[config.mk]
export PLATFORM = sky130hd
export DESIGN_NAME = mux_rr_sched_flat
export DESIGN_NICKNAME = d
export VERILOG_FILES = /design/src/rtl/mux_rr_sched_pkg.sv /design/src/rtl/mux_rr_sched_if.sv /design/src/rtl/mux_rr_sched_pick.sv /design/src/rtl/mux_rr_sched.sv /design/src/flat_wrapper.sv
export SDC_FILE = /design/constraint.sdc
export NUM_CORES = 1
export LEC_CHECK = 0
export ABC_AREA = 0
export BUFFER_PORTS_ARGS = -buffer_cell sky130_fd_sc_hd__buf_2
export CELL_PAD_IN_SITES_DETAIL_PLACEMENT = 0
export CELL_PAD_IN_SITES_GLOBAL_PLACEMENT = 1
export CORE_AREA = 2 2 52 54
export CTS_CLUSTER_DIAMETER = 200
export DETAILED_ROUTE_END_ITERATION = 8
export DIE_AREA = 0 0 54 56
export MAX_ROUTING_LAYER = met4
export PLACE_DENSITY = 0.82
export SLEW_MARGIN = 20
export SYNTH_ARGS = -nofsm -noshare
export SYNTH_HDL_FRONTEND = slang
export SYNTH_HIERARCHICAL = 1
export SYNTH_SLANG_ARGS = --single-unit
[constraint.sdc]
create_clock -name clk -period 3.1 [get_ports clk]
set_input_delay 0.155 -clock clk [delete_from_list [all_inputs] [get_ports clk]]
set_output_delay 0.155 -clock clk [all_outputs]
set_load 0.1 [all_outputs]
[src/rtl/mux_rr_sched_pkg.sv]
// Shared types and helpers for the 4-channel round-robin mux scheduler
// and the arbiters that will be built on the same picker.
package mux_pkg;

    localparam int NUM_CH = 4;
    localparam int SEL_W  = 2;

    typedef logic [SEL_W-1:0] ch_idx_t;

    typedef enum logic [0:0] {
        IDLE  = 1'b0,
        GRANT = 1'b1
    } sched_state_t;

    // One-hot grant vector for a channel index.
    function automatic logic [NUM_CH-1:0] onehot4(input ch_idx_t idx);
        onehot4 = 4'b0001 << idx;
    endfunction

endpackage

[src/rtl/mux_rr_sched_if.sv]
// Request/grant/beat bundle between the sources, the scheduler and the
// downstream registered channel mux. The master side is the scheduler.
interface mux_rr_sched_if;
    import mux_pkg::*;

    logic                 en;
    logic [NUM_CH-1:0]    req;
    ch_idx_t              sel;
    logic                 valid;
    logic [NUM_CH-1:0]    grant;
    logic                 burst_done;
    logic                 busy;

    modport master (
        input  en,
        input  req,
        output sel,
        output valid,
        output grant,
        output burst_done,
        output busy
    );

    modport slave (
        output en,
        output req,
        input  sel,
        input  valid,
        input  grant,
        input  burst_done,
        input  busy
    );

endinterface

[src/rtl/mux_rr_sched_pick.sv]
// Combinational round-robin picker: the first set request at or after
// last+1 (wrapping) wins. No state; the caller owns the pointer.
module rr_pick4
    import mux_pkg::*;
(
    input  logic [NUM_CH-1:0] req,
    input  ch_idx_t           last,
    output logic              found,
    output ch_idx_t           win
);

    ch_idx_t idx_s;

    // Scan from lowest to highest priority so the last hit is the winner.
    always_comb begin
        found = 1'b0;
        win   = last;
        idx_s = last;
        for (int i = NUM_CH; i >= 1; i--) begin
            idx_s = last + ch_idx_t'(i);
            if (req[idx_s]) begin
                found = 1'b1;
                win   = idx_s;
            end else begin
                found = found;
            end
        end
    end

endmodule

[src/rtl/mux_rr_sched.sv]
// Round-robin burst scheduler driving sel/valid of the downstream 4:1
// registered channel mux. One source owns the mux for up to BURST_LEN
// beats; completion re-arbitrates without a bubble, an early request drop
// returns to IDLE for one cycle. All outputs come straight from flops.
module mux_rr_sched
    import mux_pkg::*;
#(
    parameter int BURST_LEN = 8
) (
    input  logic            clk,
    input  logic            reset,
    mux_rr_sched_if.master  bus
);

    localparam logic [7:0] BL_C = 8'(BURST_LEN);

    sched_state_t       state_r;
    logic [7:0]         cnt_r;
    ch_idx_t            last_r;
    ch_idx_t            sel_r;
    logic [NUM_CH-1:0]  grant_r;
    logic               valid_r;
    logic               done_r;
    logic               busy_r;

    ch_idx_t            pick_last_s;
    logic               found_s;
    ch_idx_t            win_s;
    logic               own_req_s;
    logic               complete_s;

    // On completion the pointer advances to the current owner before the
    // rerun, so the picker sees sel_r while granted and last_r when idle.
    always_comb begin
        pick_last_s = last_r;
        if (state_r == GRANT) begin
            pick_last_s = sel_r;
        end else begin
            pick_last_s = last_r;
        end
        own_req_s  = bus.req[sel_r];
        complete_s = (cnt_r == BL_C);
    end

    rr_pick4 u_pick (
        .req   (bus.req),
        .last  (pick_last_s),
        .found (found_s),
        .win   (win_s)
    );

    // Scheduler FSM with all outputs registered.
    always_ff @(posedge clk or posedge reset) begin
        if (reset) begin
            state_r <= IDLE;
            cnt_r   <= 8'd0;
            last_r  <= ch_idx_t'(NUM_CH - 1);
            sel_r   <= '0;
            grant_r <= '0;
            valid_r <= 1'b0;
            done_r  <= 1'b0;
            busy_r  <= 1'b0;
        end else begin
            case (state_r)
                IDLE: begin
                    if (bus.en && found_s) begin
                        state_r <= GRANT;
                        sel_r   <= win_s;
                        grant_r <= onehot4(win_s);
                        cnt_r   <= 8'd1;
                        valid_r <= 1'b1;
                        done_r  <= (BL_C == 8'd1);
                        busy_r  <= 1'b1;
                    end else begin
                        cnt_r   <= 8'd0;
                        grant_r <= '0;
                        valid_r <= 1'b0;
                        done_r  <= 1'b0;
                        busy_r  <= 1'b0;
                    end
                end
                GRANT: begin
                    if (complete_s) begin
                        // Burst finished: rotate and rerun arbitration.
                        last_r <= sel_r;
                        if (bus.en && found_s) begin
                            sel_r   <= win_s;
                            grant_r <= onehot4(win_s);
                            cnt_r   <= 8'd1;
                            valid_r <= 1'b1;
                            done_r  <= (BL_C == 8'd1);
                            busy_r  <= 1'b1;
                        end else begin
                            state_r <= IDLE;
                            cnt_r   <= 8'd0;
                            grant_r <= '0;
                            valid_r <= 1'b0;
                            done_r  <= 1'b0;
                            busy_r  <= 1'b0;
                        end
                    end else if (!own_req_s) begin
                        // Owner withdrew: abandon the burst, even with en low.
                        last_r  <= sel_r;
                        state_r <= IDLE;
                        cnt_r   <= 8'd0;
                        grant_r <= '0;
                        valid_r <= 1'b0;
                        done_r  <= 1'b0;
                        busy_r  <= 1'b0;
                    end else if (!bus.en) begin
                        valid_r <= 1'b0;
                        done_r  <= 1'b0;
                    end else begin
                        cnt_r   <= cnt_r + 8'd1;
                        valid_r <= 1'b1;
                        done_r  <= ((cnt_r + 8'd1) == BL_C);
                    end
                end
                default: begin
                    state_r <= IDLE;
                    cnt_r   <= 8'd0;
                    grant_r <= '0;
                    valid_r <= 1'b0;
                    done_r  <= 1'b0;
                    busy_r  <= 1'b0;
                end
            endcase
        end
    end

    assign bus.sel        = sel_r;
    assign bus.valid      = valid_r;
    assign bus.grant      = grant_r;
    assign bus.burst_done = done_r;
    assign bus.busy       = busy_r;

endmodule
[src/flat_wrapper.sv]
// flat-port wrapper written by rule: the top's interface ports become plain ports
module mux_rr_sched_flat import mux_pkg::*;
#(
    parameter int BURST_LEN = 8
)
  (clk, reset, bus_en, bus_req, bus_sel, bus_valid, bus_grant, bus_burst_done, bus_busy);
  mux_rr_sched_if bus_i ();
  input  logic clk;
  input  logic reset;
  input wire logic [$bits(bus_i.en)-1:0] bus_en;
  input wire logic [$bits(bus_i.req)-1:0] bus_req;
  output wire logic [$bits(bus_i.sel)-1:0] bus_sel;
  output wire logic [$bits(bus_i.valid)-1:0] bus_valid;
  output wire logic [$bits(bus_i.grant)-1:0] bus_grant;
  output wire logic [$bits(bus_i.burst_done)-1:0] bus_burst_done;
  output wire logic [$bits(bus_i.busy)-1:0] bus_busy;
  assign bus_i.en = bus_en;
  assign bus_i.req = bus_req;
  assign bus_sel = bus_i.sel;
  assign bus_valid = bus_i.valid;
  assign bus_grant = bus_i.grant;
  assign bus_burst_done = bus_i.burst_done;
  assign bus_busy = bus_i.busy;
  mux_rr_sched #(.BURST_LEN(BURST_LEN)) u_core (.clk(clk), .reset(reset), .bus(bus_i));
endmodule
; ---- Yosys cells after proc, flatten, opt, wreduce, memory -nomap -nowiden
; Index checks and enable logic that the tools add are counted.
[totals]
inputBits = 7
out_inout_bits = 9
wordCells = 74
ff_bits = 20
[classes]
magnitude_cmp = 5
n_reduce_logical = 2
addsub = 4
n_eq_ne = 6
shift = 1
n_mux = 47
bitwise = 1
[ops]
columns = cell, n
row1 = 2-to-1 mux 8 bit, 3
row2 = 2-to-1 mux 1 bit, 21
row3 = "equality test 8 x 4 -> 1 bit, second input constant", 2
row4 = 2-to-1 mux 2 bit, 8
row5 = one-hot mux 8 bit (2 select lines), 1
row6 = "less-than comparator 2 x 3 -> 1 bit, second input constant", 5
row7 = 2-to-1 mux 4 bit, 3
row8 = binary-select mux 1 bit (select 2 bit), 5
row9 = "adder 8 x 1 -> 8 bit, second input constant", 1
row10 = one-hot mux 1 bit (2 select lines), 4
row11 = one-hot mux 4 bit (2 select lines), 1
row12 = "adder 2 bit, second input constant", 2
row13 = "inequality test 2 bit, second input constant", 2
row14 = "inequality test 4 bit, second input constant", 1
row15 = one-hot mux 2 bit (2 select lines), 1
row16 = "<< shifter 1 x 2 -> 4 bit, first input constant", 1
row17 = "inequality test 3 bit, second input constant", 1
row18 = "adder 2 x 1 -> 2 bit, second input constant", 1
row19 = AND reduction 2 bit, 1
row20 = logical AND 1 bit, 1
row21 = NOT 1 bit, 1

; ---- Depth between registers and ports, before layout
; Gate-level depths: netlist of the first run.
[logic_depth]
word_depth = 11
ltp_mapped = 7
ltp_nobuf = 6

; ---- By module
; The synthesis of the first run kept the hierarchy.
[by_module_without_submodules]
columns = module, instances, area_each_um2, cells_per_inst
row1 = mux_rr_sched, 1, 980.9, 88
row2 = rr_pick4, 1, 82.6, 14

; ---- Worst setup path before layout of the first run
; No wires, ideal clock.
[synth_path]
kind = reg2reg
startpoint = register u_core.sel_r[1], in the netlist u_core/bus.sel[1]
endpoint = register u_core.sel_r[0], in the netlist u_core/bus.sel[0]
arrival_time_ns = 2.092
path_slack_ns = 0.882
path_stages_with_launch = 6
t_required_ns = 2.974
setup_time_ns = 0.126
n_path_buf = 0
cell_sequence = dfrtp_1 -> mux2_2 -> mux2i_1 -> nor2_1 -> a221o_1 -> mux2_2
[synth_lines]
columns = item, line_no
row1 = start: declaration, mux_rr_sched.sv:20  ; ch_idx_t sel_r;
row2 = start signal: assignment, mux_rr_sched.sv:68  ; sel_r <= win_s;
row3 = start signal: assignment, mux_rr_sched.sv:87  ; sel_r <= win_s;
row4 = 2-to-1 mux 2 bit (*), mux_rr_sched.sv:36  ; if (state_r == GRANT) begin
row5 = via u_core.pick_last_s[1], mux_rr_sched.sv:26  ; ch_idx_t pick_last_s;
row6 = adder 2 bit, mux_rr_sched_pick.sv:20  ; idx_s = last + ch_idx_t'(i);
row7 = binary-select mux 1 bit (select 2 bit), mux_rr_sched_pick.sv:21  ; if (req[idx_s]) begin
row8 = 2-to-1 mux 1 bit (not written as such), mux_rr_sched_pick.sv:21
row9 = 2-to-1 mux 2 bit (2 in series), mux_rr_sched_pick.sv:21
row10 = 2-to-1 mux 2 bit (*), mux_rr_sched_pick.sv:21
row11 = via u_core.win_s[0], mux_rr_sched.sv:28  ; ch_idx_t win_s;
row12 = 2-to-1 mux 2 bit (*), "mux_rr_sched.sv:66, mux_rr_sched.sv:86"
row13 = 2-to-1 mux 2 bit, mux_rr_sched.sv:83  ; if (complete_s) begin
row14 = one-hot mux 2 bit (2 select lines) (*), mux_rr_sched.sv:64  ; case (state_r)
; The timed path passes the listed nets; every way through them passes the cells marked *. The select of a mux whose other input is x is not followed.
; A chain may end at the register's enable or synchronous reset.

; ---- Worst setup path in the final report of the first run
[layout_path]
startpoint = register u_core.cnt_r[6]
endpoint = register u_core.sel_r[1], in the netlist u_core/bus.sel[1]
[layout_between]
elab_chain_cells = 2
[layout_rtl]
columns = item, line_no
row1 = start: declaration, mux_rr_sched.sv:18  ; logic [7:0] cnt_r;
row2 = start signal: assignment, mux_rr_sched.sv:114  ; cnt_r <= cnt_r + 8'd1;
row3 = equality test 8 x 4 -> 1 bit, mux_rr_sched.sv:42  ; complete_s = (cnt_r == BL_C);
row4 = inequality test 2 bit (no source line), -
; No other way between the ends.

==> summary.md, run 1 <==
| Metric | Value |
|---|---|
| Status | `completed` |
| Initial antenna violation count | `0` |
| FP Rows | `18` |
| Slew @ Worst Pin | `0.762 ns` |
| Fin crit share | `between 60% and 70%` |
| Arrival @ worst endpoint | `2.16 ns` |
| Crit path buf inv count | `0` |
| Vias per inst | `5.39` |
| Max Fanout on Critical Path | `4` |
| Final Util | `about 50%` |
| Worst IR drop on VDD | `0.000711 V` |
| Final instance area | `1200 µm²` |
| Primary flip-flop cell chosen by synthesis mapping | `dfrtp_1` |
| # fillers | `between 200 and 250` |
| CP delay by family, top | `simple AND/OR/NAND/NOR gates` |
| Post-synth cell types | `36` |
| DR WL/cell | `13.5 µm` |
| Reg2reg start | `u_core/cnt_r[6]$_DFFE_PP0P_` |
| Slowest cell delay on critical path | `0.43 ns` |
| WP data required | `roughly 3.3 ns` |
| Asr flop ratio synth | `100%` |
| Flop-to-flop setup slack | `1.13 ns` |
| Worst Reg-to-Reg Cells | `4` |
| Startpoint types | `flip-flop` |
| WS Path Type | `reg2reg` |
| Grt ovf | `0` |
| Max-Cap Viols | `0` |
| Largest net degree at the start of global routing | `21` |
| Area contributors post-synth | `dfrtp_1 42%, dfstp_2 4.9%, xor2_1 4.9%` |
| Tot GR Track Use | `16.0%` |
| RR Endpoint | `u_core/bus.sel[1]$_DFFE_PP0P_` |
| Crit. End Element | `flip-flop` |
| TritonCTS buffer count | `3` |
| Cell leakage power | `0.572 nW` |
| DP HPWL | `between 1 and 1.5 mm` |
| Max transition margin | `49.2%` |
| TNS Setup | `0 ns` |
| Layout area overhead | `12.9%` |
| Die area | `3020 µm²` |
| Hold Crit Endpoint | `u_core/bus.burst_done$_DFF_PP0_` |
| Leading cell type in the layout, fill and taps excluded | `dfrtp_1` |
| Clock slew at reported path FFs | `0.11 ns` |
| Top Ports | `16` |
| Clock Sinks | `20` |
| Crit path depth | `4` |
| H-tree levels | `1` |
| Syn Area/Cell | `10.4 µm²` |
| Synth Cell Area | `about 1100 µm²` |
| Placed standard-cell area | `1160 µm²` |
| CTS tree | `yes` |
| Global-route wire length before repair | `3.53 mm` |
| Share of the synthesized area in the top cell type | `42.4%` |
| Initial DRC Count | `15` |
| Routed Antenna Nets | `0` |
| P per Cell Area | `between 1000 and 1500 nW/µm²` |
| Die width | `about 54 µm` |
| PortBufs | `15` |
| Max Slew Vio Count | `0` |
| CP max stage cell | `or3_1` |
| Post-synth EDFFs | `0` |
| Clk buf depth | `2` |
| Tmin final | `1.97 ns` |
| Drt total wl | `2.02 mm` |
| DIE HEIGHT | `56 µm` |
| Final hold vios | `0` |
| Diodes inserted | `0` |
| Via count | `roughly 800` |
| Vias in the first global route | `about 800` |
| Fmax | `507 MHz` |
| Core ar. | `2430 µm²` |
| Drt pass-1 iters | `4` |
| Hold Path Stages | `3` |
| Leading area contributor after synthesis | `dfrtp_1` |
| Starting Density | `a little over two fifths` |
| Share of cells above drive strength 1 | `24.4%` |
| CTS Root Cell | `clkbuf_4` |
| Post-Syn Nets | `112` |
| Clk_skew | `roughly 0.0021 ns` |
| RSZ-0062 raised after global routing | `no` |
| Clock latency on the worst-skew pair | `roughly 0.30 ns` |
| Worst hold path class | `in2reg` |
| Synth warn | `6` |
| # DRC | `0` |
| Register area share after synthesis | `47.3%` |
| Setup-failing EPs final | `0` |
| Placer Congestion | `0.814` |
| HP Start | `bus_en` |
| Yosys reg bits | `20` |
| Final net count | `130` |
| Most frequent cells in the layout | `18 x dfrtp_1, 15 x buf_2, 10 x nand2_1` |
| Cells after synthesis | `102` |
| Setup repair bufs after CTS | `0` |
| Sequence of cells on the critical path | `or3_1, or3_4, a21oi_2, mux2_2` |
[metrics by stage]
step	cells	hold WS, ns	total power [W]	worst slack (ns)
floorplan	102	0.117	0.00100	0.882
global placement	144	0.311	0.00111	1.20
detailed placement	144	0.329	0.00112	1.15
CTS	149	0.172	0.00125	1.11
global route	149	0.206	0.00133	1.05
finish	149	0.196	0.00124	1.13
[state kept, by name, indices dropped and copies added (netlist names)]
register               flops
u_core/bus.burst_done      1
u_core/bus.busy            1
u_core/bus.grant           4
u_core/bus.sel             2
u_core/bus.valid           1
u_core/cnt_r               8
u_core/last_r              2
u_core/state_r             1
[power breakdown]
group,total [W],switching [W],internal [W]
clock,0.000127,0.0000774,0.0000501
combinational,0.000703,0.000521,0.000182
sequential,0.000413,0.0000689,0.000344
[cell usage after synthesis (all sizes together), types with 2 or more instances]
cell type / instances
dfrtp: 18
nand2: 10
nor2: 9
inv: 7
mux2: 6
xor2: 6
nand3: 4
a21oi: 3
clkbuf: 3
ha: 3
xnor2: 3
a31oi: 2
a32o: 2
dfstp: 2
mux2i: 2
nand4: 2
nor3: 2
o31ai: 2
or3: 2
[final cells by class]
cell class / count / area, µm² / area share [%]
timing repair buffer: 16 / 85.1 / 7.08
inverter: 7 / 26.3 / 2.19
multi-input combinational: 72 / 523 / 43.5
tap: 30 / 37.5 / 3.13
clock buffer: 4 / 26.3 / 2.19
sequential: 20 / 503 / 41.9
[cells by family after synthesis]
logic type,synth area share (%)
xor gates and xnor gates,7.41
adders and majority gates,3.53
DFF,47.3
muxes,10.4
buffers and inverters,3.53
and+or+nand+nor,17.1
AOI/OAI and AO/OA,10.8
[worst max path at each step]
stage	to	startpoint
2_1_floorplan	u_core/bus.sel[0]$_DFFE_PP0P_	u_core/bus.sel[1]$_DFFE_PP0P_
3_3_place_gp	u_core/bus.sel[1]$_DFFE_PP0P_	u_core/cnt_r[6]$_DFFE_PP0P_
3_5_place_dp	u_core/bus.sel[1]$_DFFE_PP0P_	u_core/cnt_r[6]$_DFFE_PP0P_
4_1_cts	u_core/bus.sel[1]$_DFFE_PP0P_	u_core/cnt_r[6]$_DFFE_PP0P_
5_1_grt	u_core/bus.sel[1]$_DFFE_PP0P_	u_core/cnt_r[6]$_DFFE_PP0P_
6_report	u_core/bus.sel[1]$_DFFE_PP0P_	u_core/cnt_r[6]$_DFFE_PP0P_
[what timing repair did]
item                                   4_1_cts  5_1_grt
hold buffers                                 1        0
endpoints found under the hold margin       10        0
resized for setup                            0        0
[per-layer routing]
layer | global-route usage [%] | wire length (µm)
met5 | - | 0
met4 | 5.36 | 21
met3 | 3.23 | 122
met2 | 23.2 | 901
met1 | 22.2 | 973
[worst register-to-register path: stages, from the launching register on]
cell	delay (ns)
dfrtp_1	0.42
or3_1	0.43
or3_4	0.43
a21oi_2	0.22
mux2_2	0.36
Note: power is estimated with default switching activity, not from simulation.
==> run 2: changes to the inputs <==
--- a/config.mk
+++ b/config.mk
@@ -9,12 +9,12 @@
 export BUFFER_PORTS_ARGS = -buffer_cell sky130_fd_sc_hd__buf_2
 export CELL_PAD_IN_SITES_DETAIL_PLACEMENT = 0
 export CELL_PAD_IN_SITES_GLOBAL_PLACEMENT = 1
-export CORE_AREA = 2 2 52 54
+export CORE_AREA = 2 2 54 56
 export CTS_CLUSTER_DIAMETER = 200
 export DETAILED_ROUTE_END_ITERATION = 8
-export DIE_AREA = 0 0 54 56
+export DIE_AREA = 0 0 56 58
 export MAX_ROUTING_LAYER = met4
-export PLACE_DENSITY = 0.82
+export PLACE_DENSITY = 0.77
 export SLEW_MARGIN = 20
 export SYNTH_ARGS = -nofsm -noshare
 export SYNTH_HDL_FRONTEND = slang
==> constraint.sdc (replaced) <==
create_clock -name clk -period 1.9 [get_ports clk]
set_input_delay 0.095 -clock clk [delete_from_list [all_inputs] [get_ports clk]]
set_output_delay 0.095 -clock clk [all_outputs]
set_load 0.1 [all_outputs]
==> run 2 against run 1 <==
Compared with the run above: sequential share of layout area fell by 2.7 points; combinational power grew 75%; largest cell class unchanged; non-clock buffer count is 9 higher; via count increased by 3.1%; register-to-register slack worse by 1.1 ns; sequential power up 57%; clock power up 91%; critical endpoint is now u_core/bus.sel[0]$_DFFE_PP0P_; largest power group unchanged.
==> summary.md, run 2 (synthesis results as in run 1) <==
| Metric | Value |
|---|---|
| Status | `completed` |
| Sequential Power Share | `30.7% (-2.5 points)` |
| HP Start | `bus_en` |
| Sequence of cells on the critical path | `or3_1, or3_4, a21oi_4, mux2_2` |
| Psw | `0.00110 W (+65%)` |
| P per Cell Area | `1640 nW/µm² (+59%)` |
| Vias per inst | `5.21 (-3.4%)` |
| Clock slew at reported path FFs | `0.11 ns (about the same)` |
| Core ar. | `2660 µm² (+9.5%)` |
| TNS Setup | `0 ns (unchanged)` |
| Layout area overhead | `21.3%` |
| DIE HEIGHT | `58 µm (+3.6%)` |
| Crit path buf inv count | `0 (unchanged)` |
| Slew @ Worst Pin | `0.729 ns (-0.0327 ns)` |
| Routed Antenna Nets | `0 (unchanged)` |
| Max Slew Vio Count | `0 (unchanged)` |
| Clock latency on the worst-skew pair | `0.30 ns (about the same)` |
| Arrival @ worst endpoint | `2.02 ns (-0.14 ns)` |
| # fillers | `267 (+14%)` |
| Tmin final | `1.83 ns (-0.145 ns)` |
| RSZ-0062 raised after global routing | `yes` |
| Cell leakage power | `0.625 nW (+9.2%)` |
| Comb power frac | `57.9% (+1.4 points)` |
| CP max stage cell | `or3_4` |
| TritonCTS buffer count | `3 (unchanged)` |
| PortBufs | `15 (unchanged)` |
| Reg2reg start | `u_core/cnt_r[6]$_DFFE_PP0P_` |
| Slowest cell delay on critical path | `0.43 ns (about the same)` |
| H-tree levels | `1 (unchanged)` |
| Most frequent cells in the layout | `16 x dfrtp_1, 15 x buf_2, 10 x nand2_1` |
| Pwr Total | `0.00212 W (+70%)` |
| Initial DRC Count | `17 (+2)` |
| Starting Density | `39.9% (-3.8 points)` |
| Final Util | `48.4% (-0.93 points)` |
| Max Fanout on Critical Path | `4 (unchanged)` |
| Hold Path Stages | `3 (unchanged)` |
| Clock Sinks | `20 (unchanged)` |
| Die width | `56 µm (+3.7%)` |
| Global-route wire length before repair | `3.68 mm (+4.5%)` |
| WS Path Type | `reg2reg` |
| Fin crit share | `96.1% (+33 points)` |
| Die area | `3250 µm² (+7.4%)` |
| Drt total wl | `2.11 mm (+4.4%)` |
| Worst IR drop on VDD | `0.00125 V (+76%)` |
| Clk buf depth | `2 (unchanged)` |
| Vias in the first global route | `792 (+0.76%)` |
| Max transition margin | `51.3% (+2.2 points)` |
| Flop-to-flop setup slack | `0.07 ns (-1.05 ns)` |
| Leading cell type in the layout, fill and taps excluded | `dfrtp_1` |
| CTS Root Cell | `clkbuf_4` |
| Max-Cap Viols | `0 (unchanged)` |
| Top Ports | `16 (unchanged)` |
| Via count | `828 (+3.1%)` |
| Grt ovf | `0 (unchanged)` |
| Final hold vios | `0 (unchanged)` |
| Largest register FFs | `8 (unchanged)` |
| Fmax | `547 MHz (+7.9%)` |
| Clock power share | `11.5% (+1.3 points)` |
| DR WL/cell | `13.3 µm (-2.2%)` |
| WP data required | `2.10 ns (-1.19 ns)` |
| DP HPWL | `1.55 mm (+9.3%)` |
| RR Endpoint | `u_core/bus.sel[0]$_DFFE_PP0P_` |
| FP Rows | `19 (+1)` |
| Share of cells above drive strength 1 | `32.0% (+7.7 points)` |
| Final net count | `139 (+6.9%)` |
| Largest net degree at the start of global routing | `21 (unchanged)` |
| Startpoint types | `flip-flop` |
| Diodes inserted | `0 (unchanged)` |
| CTS tree | `yes` |
| Worst hold path class | `in2reg` |
| Switching part of the total | `52.0% (-1.7 points)` |
| Drt pass-1 iters | `4 (unchanged)` |
| Clk_skew | `0.00111 ns (-0.00104 ns)` |
| Placer Congestion | `0.829 (+1.8%)` |
| Hold Crit Endpoint | `u_core/bus.burst_done$_DFF_PP0_` |
| Crit. End Element | `flip-flop` |
| Setup-failing EPs final | `0 (unchanged)` |
| Initial antenna violation count | `0 (unchanged)` |
| Tot GR Track Use | `15.2% (-0.79 points)` |
| # DRC | `0 (unchanged)` |
| Worst Reg-to-Reg Cells | `4 (unchanged)` |
| Crit path depth | `4 (unchanged)` |
| Pint | `0.00102 W (+77%)` |
| Biggest register | `u_core/cnt_r` |
| CP delay by family, top | `simple AND/OR/NAND/NOR gates` |
run 2: changes by cell type in the layout (fill, tap and decap cells not counted), sizes merged:
cell	change
buf	+9
run 2: worst max path at each step:
stage,start,end,slack (ns)
5_1_grt,u_core/cnt_r[6]$_DFFE_PP0P_,u_core/cnt_r[0]$_DFFE_PP0P_,-0.004
2_1_floorplan,u_core/bus.sel[1]$_DFFE_PP0P_,u_core/bus.sel[0]$_DFFE_PP0P_,-0.003
3_5_place_dp,u_core/cnt_r[5]$_DFFE_PP0P_,u_core/bus.sel[0]$_DFFE_PP0P_,0.05
6_report,u_core/cnt_r[6]$_DFFE_PP0P_,u_core/bus.sel[0]$_DFFE_PP0P_,0.07
3_3_place_gp,u_core/cnt_r[5]$_DFFE_PP0P_,u_core/bus.sel[1]$_DFFE_PP0P_,0.08
4_1_cts,u_core/cnt_r[5]$_DFFE_PP0P_,u_core/bus.sel[0]$_DFFE_PP0P_,0.03
run 2: power by group through the flow:
stage	sequential [W]	combinational (W)	clock (W)
global placement	0.000656	0.00121	0
global route	0.000670	0.00131	0.000277
floorplan	0.00118	0.000454	0
finish	0.000650	0.00123	0.000243
CTS	0.000653	0.00122	0.000255
detailed placement	0.000663	0.00122	0
run 2: layer usage:
metal	routed length [µm]	GRT usage, %	vias up
met5	0	-	-
met4	50	8.16	0
met3	66	2.01	5
met2	1030	23.5	14
met1	956	19.6	399
li1	-	-	410
run 2: area by class of cell:
| type | count | area, µm² | area share, % |
|---|---|---|---|
| Sequential cell | 20 | 505 | 39.2 |
| Inverter | 7 | 26.3 | 2.04 |
| Multi-Input combinational cell | 72 | 531 | 41.1 |
| Tap cell | 31 | 38.8 | 3.01 |
| Clock buffer | 4 | 36.3 | 2.81 |
| Timing Repair Buffer | 25 | 153 | 11.8 |
run 2: metrics by stage:
step	setup WS, ns	hold slack [ns]	cells	area [µm²]
6_report	0.0735	0.136	159	1290
5_1_grt	-0.00397	0.134	159	1290
4_1_cts	0.0267	0.125	158	1270
3_5_place_dp	0.0518	0.257	153	1230
3_3_place_gp	0.0785	0.249	153	1230
2_1_floorplan	-0.00330	0.0572	102	1070
run 2: worst min-delay path: stages:
cell and delay [ns]:
buf_2 0.17, nand2_1 0.09, nor3_1 0.05
run 2: timing repair:
action,CTS,global route
resized for setup,0,1
setup endpoints to repair,0,2
hold buffers,1,0
endpoints found under the hold margin,18,0
buffers inserted,0,1
==> run 3: changes to the inputs <==
--- a/config.mk
+++ b/config.mk
@@ -15,6 +15,7 @@
 export DIE_AREA = 0 0 56 58
 export MAX_ROUTING_LAYER = met4
 export PLACE_DENSITY = 0.77
+export REMOVE_ABC_BUFFERS = 1
 export SLEW_MARGIN = 20
 export SYNTH_ARGS = -nofsm -noshare
 export SYNTH_HDL_FRONTEND = slang
==> run 3 against run 2 <==
Compared with the run above: worst setup slack improved by 0.011 ns; via count is 0.60% higher; sequential share of layout area is 0.61 points lower; die area did not move; power rose by 6.2%; fmax increased by 0.59%; first-iteration DRC count up 12%; utilization increased by 0.52 points; sequential power shrank 2%.
==> summary.md, run 3 (synthesis results as in run 1) <==
| Metric | Value |
|---|---|
| Placed standard-cell area | `1230 µm² (+0.41%)` |
| Setup ws final | `0.0843 ns (+0.0108 ns)` |
| Arrival @ worst endpoint | `2.00 ns (-0.02 ns)` |
| Final hold vios | `0 (unchanged)` |
| Routing usage on met3 | `4.24% (+2.2 points)` |
| DR WL/cell | `13.1 µm (-1.5%)` |
| GR peak layer | `met2` |
| TritonCTS buffer count | `3 (unchanged)` |
| Max Slew Vio Count | `0 (unchanged)` |
| Fmax | `551 MHz (+0.59%)` |
| Slowest cell delay on critical path | `0.46 ns (+0.03 ns)` |
| Via count | `833 (+0.60%)` |
| Global-route wire length before repair | `3.49 mm (-5.2%)` |
| Layout area overhead | `22.6%` |
| Leading cell type in the layout, fill and taps excluded | `dfrtp_1` |
| Clock slew at reported path FFs | `0.12 ns (about the same)` |
| Biggest register | `u_core/cnt_r` |
| Max-Cap Viols | `0 (unchanged)` |
| Tmin final | `1.82 ns (-0.0108 ns)` |
| CP max stage cell | `dfrtp_1` |
| Cell leakage power | `0.631 nW (+0.92%)` |
| Placer Congestion | `0.787 (-5.0%)` |
| Vias per inst | `5.24 (+0.60%)` |
| DP HPWL | `1.59 mm (+2.0%)` |
| Share of cells above drive strength 1 | `30.5% (-1.6 points)` |
| Slew @ Worst Pin | `0.751 ns (+0.0214 ns)` |
| Initial antenna violation count | `0 (unchanged)` |
| Starting Density | `39.9% (unchanged)` |
| Max transition margin | `49.9% (-1.4 points)` |
| Clk_skew | `0.0123 ns (+0.0112 ns)` |
| Sequence of cells on the critical path | `inv_1, ha_1, nand2_1, or3_4, a21oi_4, mux2_2` |
| Post-Place Setup Slack | `0.0185 ns (-0.0333 ns)` |
| CTS tree | `yes` |
| FP Rows | `19 (unchanged)` |
| GR met2 Demand/Resource | `24.2% (+0.67 points)` |
| # DRC | `0 (unchanged)` |
| Crit path buf inv count | `1 (+1)` |
| Setup repair bufs after CTS | `0 (unchanged)` |
| Vias in the first global route | `799 (+0.88%)` |
| Die area | `3250 µm² (unchanged)` |
| P per Cell Area | `1730 nW/µm² (+5.1%)` |
| Most frequent cells in the layout | `18 x dfrtp_1, 15 x buf_2, 10 x nand2_1` |
| Final instance area | `1300 µm² (+1.1%)` |
| Clock Sinks | `20 (unchanged)` |
| Max Fanout on Critical Path | `6 (+2)` |
| Top Ports | `16 (unchanged)` |
| Status | `completed` |
| Startpoint types | `flip-flop` |
| H-tree levels | `1 (unchanged)` |
| CTS Root Cell | `clkbuf_4` |
| DIE HEIGHT | `58 µm (unchanged)` |
| Crit. End Element | `flip-flop` |
| Initial DRC Count | `19 (+2)` |
| Tot GR Track Use | `14.4% (-0.80 points)` |
| Drt total wl | `2.08 mm (-1.5%)` |
| Worst hold path class | `in2reg` |
| Largest register FFs | `8 (unchanged)` |
| Largest net degree at the start of global routing | `21 (unchanged)` |
| Routed Antenna Nets | `0 (unchanged)` |
| CP delay by family, top | `simple AND/OR/NAND/NOR gates` |
| WS Path Type | `reg2reg` |
| Worst IR drop on VDD | `0.00125 V (+0.28%)` |
| Drt pass-1 iters | `5 (+1)` |
| WP data required | `2.09 ns (about the same)` |
| Final net count | `139 (unchanged)` |
| Clk buf depth | `2 (unchanged)` |
| Die width | `56 µm (unchanged)` |
| RSZ-0062 raised after global routing | `no` |
| PortBufs | `15 (unchanged)` |
| Met1 usage | `16.6% (-3.1 points)` |
| Core ar. | `2660 µm² (unchanged)` |
| Diodes inserted | `0 (unchanged)` |
| Grt ovf | `0 (unchanged)` |
| Clock latency on the worst-skew pair | `0.30 ns (about the same)` |
| Setup-failing EPs final | `0 (unchanged)` |
| Fin crit share | `95.6% (-0.57 points)` |
==> run 3: changes by cell type in the layout (fill, tap and decap cells not counted) <==
| cell | delta |
|---|---|
| bufinv_16 | +1 |
| clkbuf_8 | -1 |
| dfrtp_2 | -2 |
| dfrtp_1 | +2 |
==> run 3: tightest hold or removal path, stage by stage <==
cell,delay (ns)
buf_2,0.16
nand2_1,0.09
nor3_1,0.05
==> run 3: metrics by stage <==
stage               util (%)  total power, W  hold WS (ns)  setup TNS [ns]  instances
finish                  49.0         0.00225         0.122               0        159
global route            49.0         0.00239        0.0999               0        159
CTS                     48.7         0.00226         0.105               0        159
detailed placement      46.3         0.00191         0.264               0        154
global placement        46.3         0.00189         0.249               0        154
floorplan                  -         0.00162        0.0573           -3.26         99
==> run 3: timing repair <==
action	in CTS	in global routing
setup endpoints to repair	0	3
hold buffers	1	0
endpoints found under the hold margin	18	0
gates resized for setup	0	1
==> run 3: final cells by class <==
cell class                      instances  area [µm²]
Clock buffer                            3        22.5
Multi-Input combinational cell         72         531
Timing Repair Buffer                   25         153
Inverter                                7        26.3
Sequential cell                        20         503
Fill cell                             273        1360
Clock inverter                          1        30.0
Tap cell                               31        38.8
==> run 3: power breakdown <==
part           switching (W)  leakage, nW  internal [W]  total (W)
Clock               0.000130       0.0279      0.000213   0.000343
Sequential         0.0000775        0.260      0.000562   0.000639
Combinational       0.000910        0.343      0.000360    0.00127
==> run 3: path summary, 6_finish.rpt <==
path | startpoint | to | slack [ns] | cells after the start
worst max-delay path | u_core/cnt_r[1]$_DFFE_PP0P_ | u_core/bus.sel[0]$_DFFE_PP0P_ | 0.08 | 6
worst min-delay path | bus_en | u_core/bus.burst_done$_DFF_PP0_ | 0.12 | 3
worst max register to register | u_core/cnt_r[1]$_DFFE_PP0P_ | u_core/bus.sel[0]$_DFFE_PP0P_ | 0.08 | 6
worst min register to register | u_core/bus.grant[1]$_DFFE_PP0P_ | u_core/bus.grant[1]$_DFFE_PP0P_ | 0.49 | 2
max in group asynchronous | reset | u_core/bus.sel[0]$_DFFE_PP0P_ | 0.97 | 3
min in group asynchronous | reset | u_core/cnt_r[1]$_DFFE_PP0P_ | 0.45 | 3
==> run 3: routing by layer <==
| metal | wire (µm) | share of wire (%) | up-vias |
|---|---|---|---|
| met5 | 0 | 0 | - |
| li1 | - | - | 409 |
| met4 | 13 | 0.63 | 0 |
| met1 | 939 | 45 | 410 |
| met2 | 1050 | 51 | 12 |
| met3 | 72 | 3.5 | 2 |
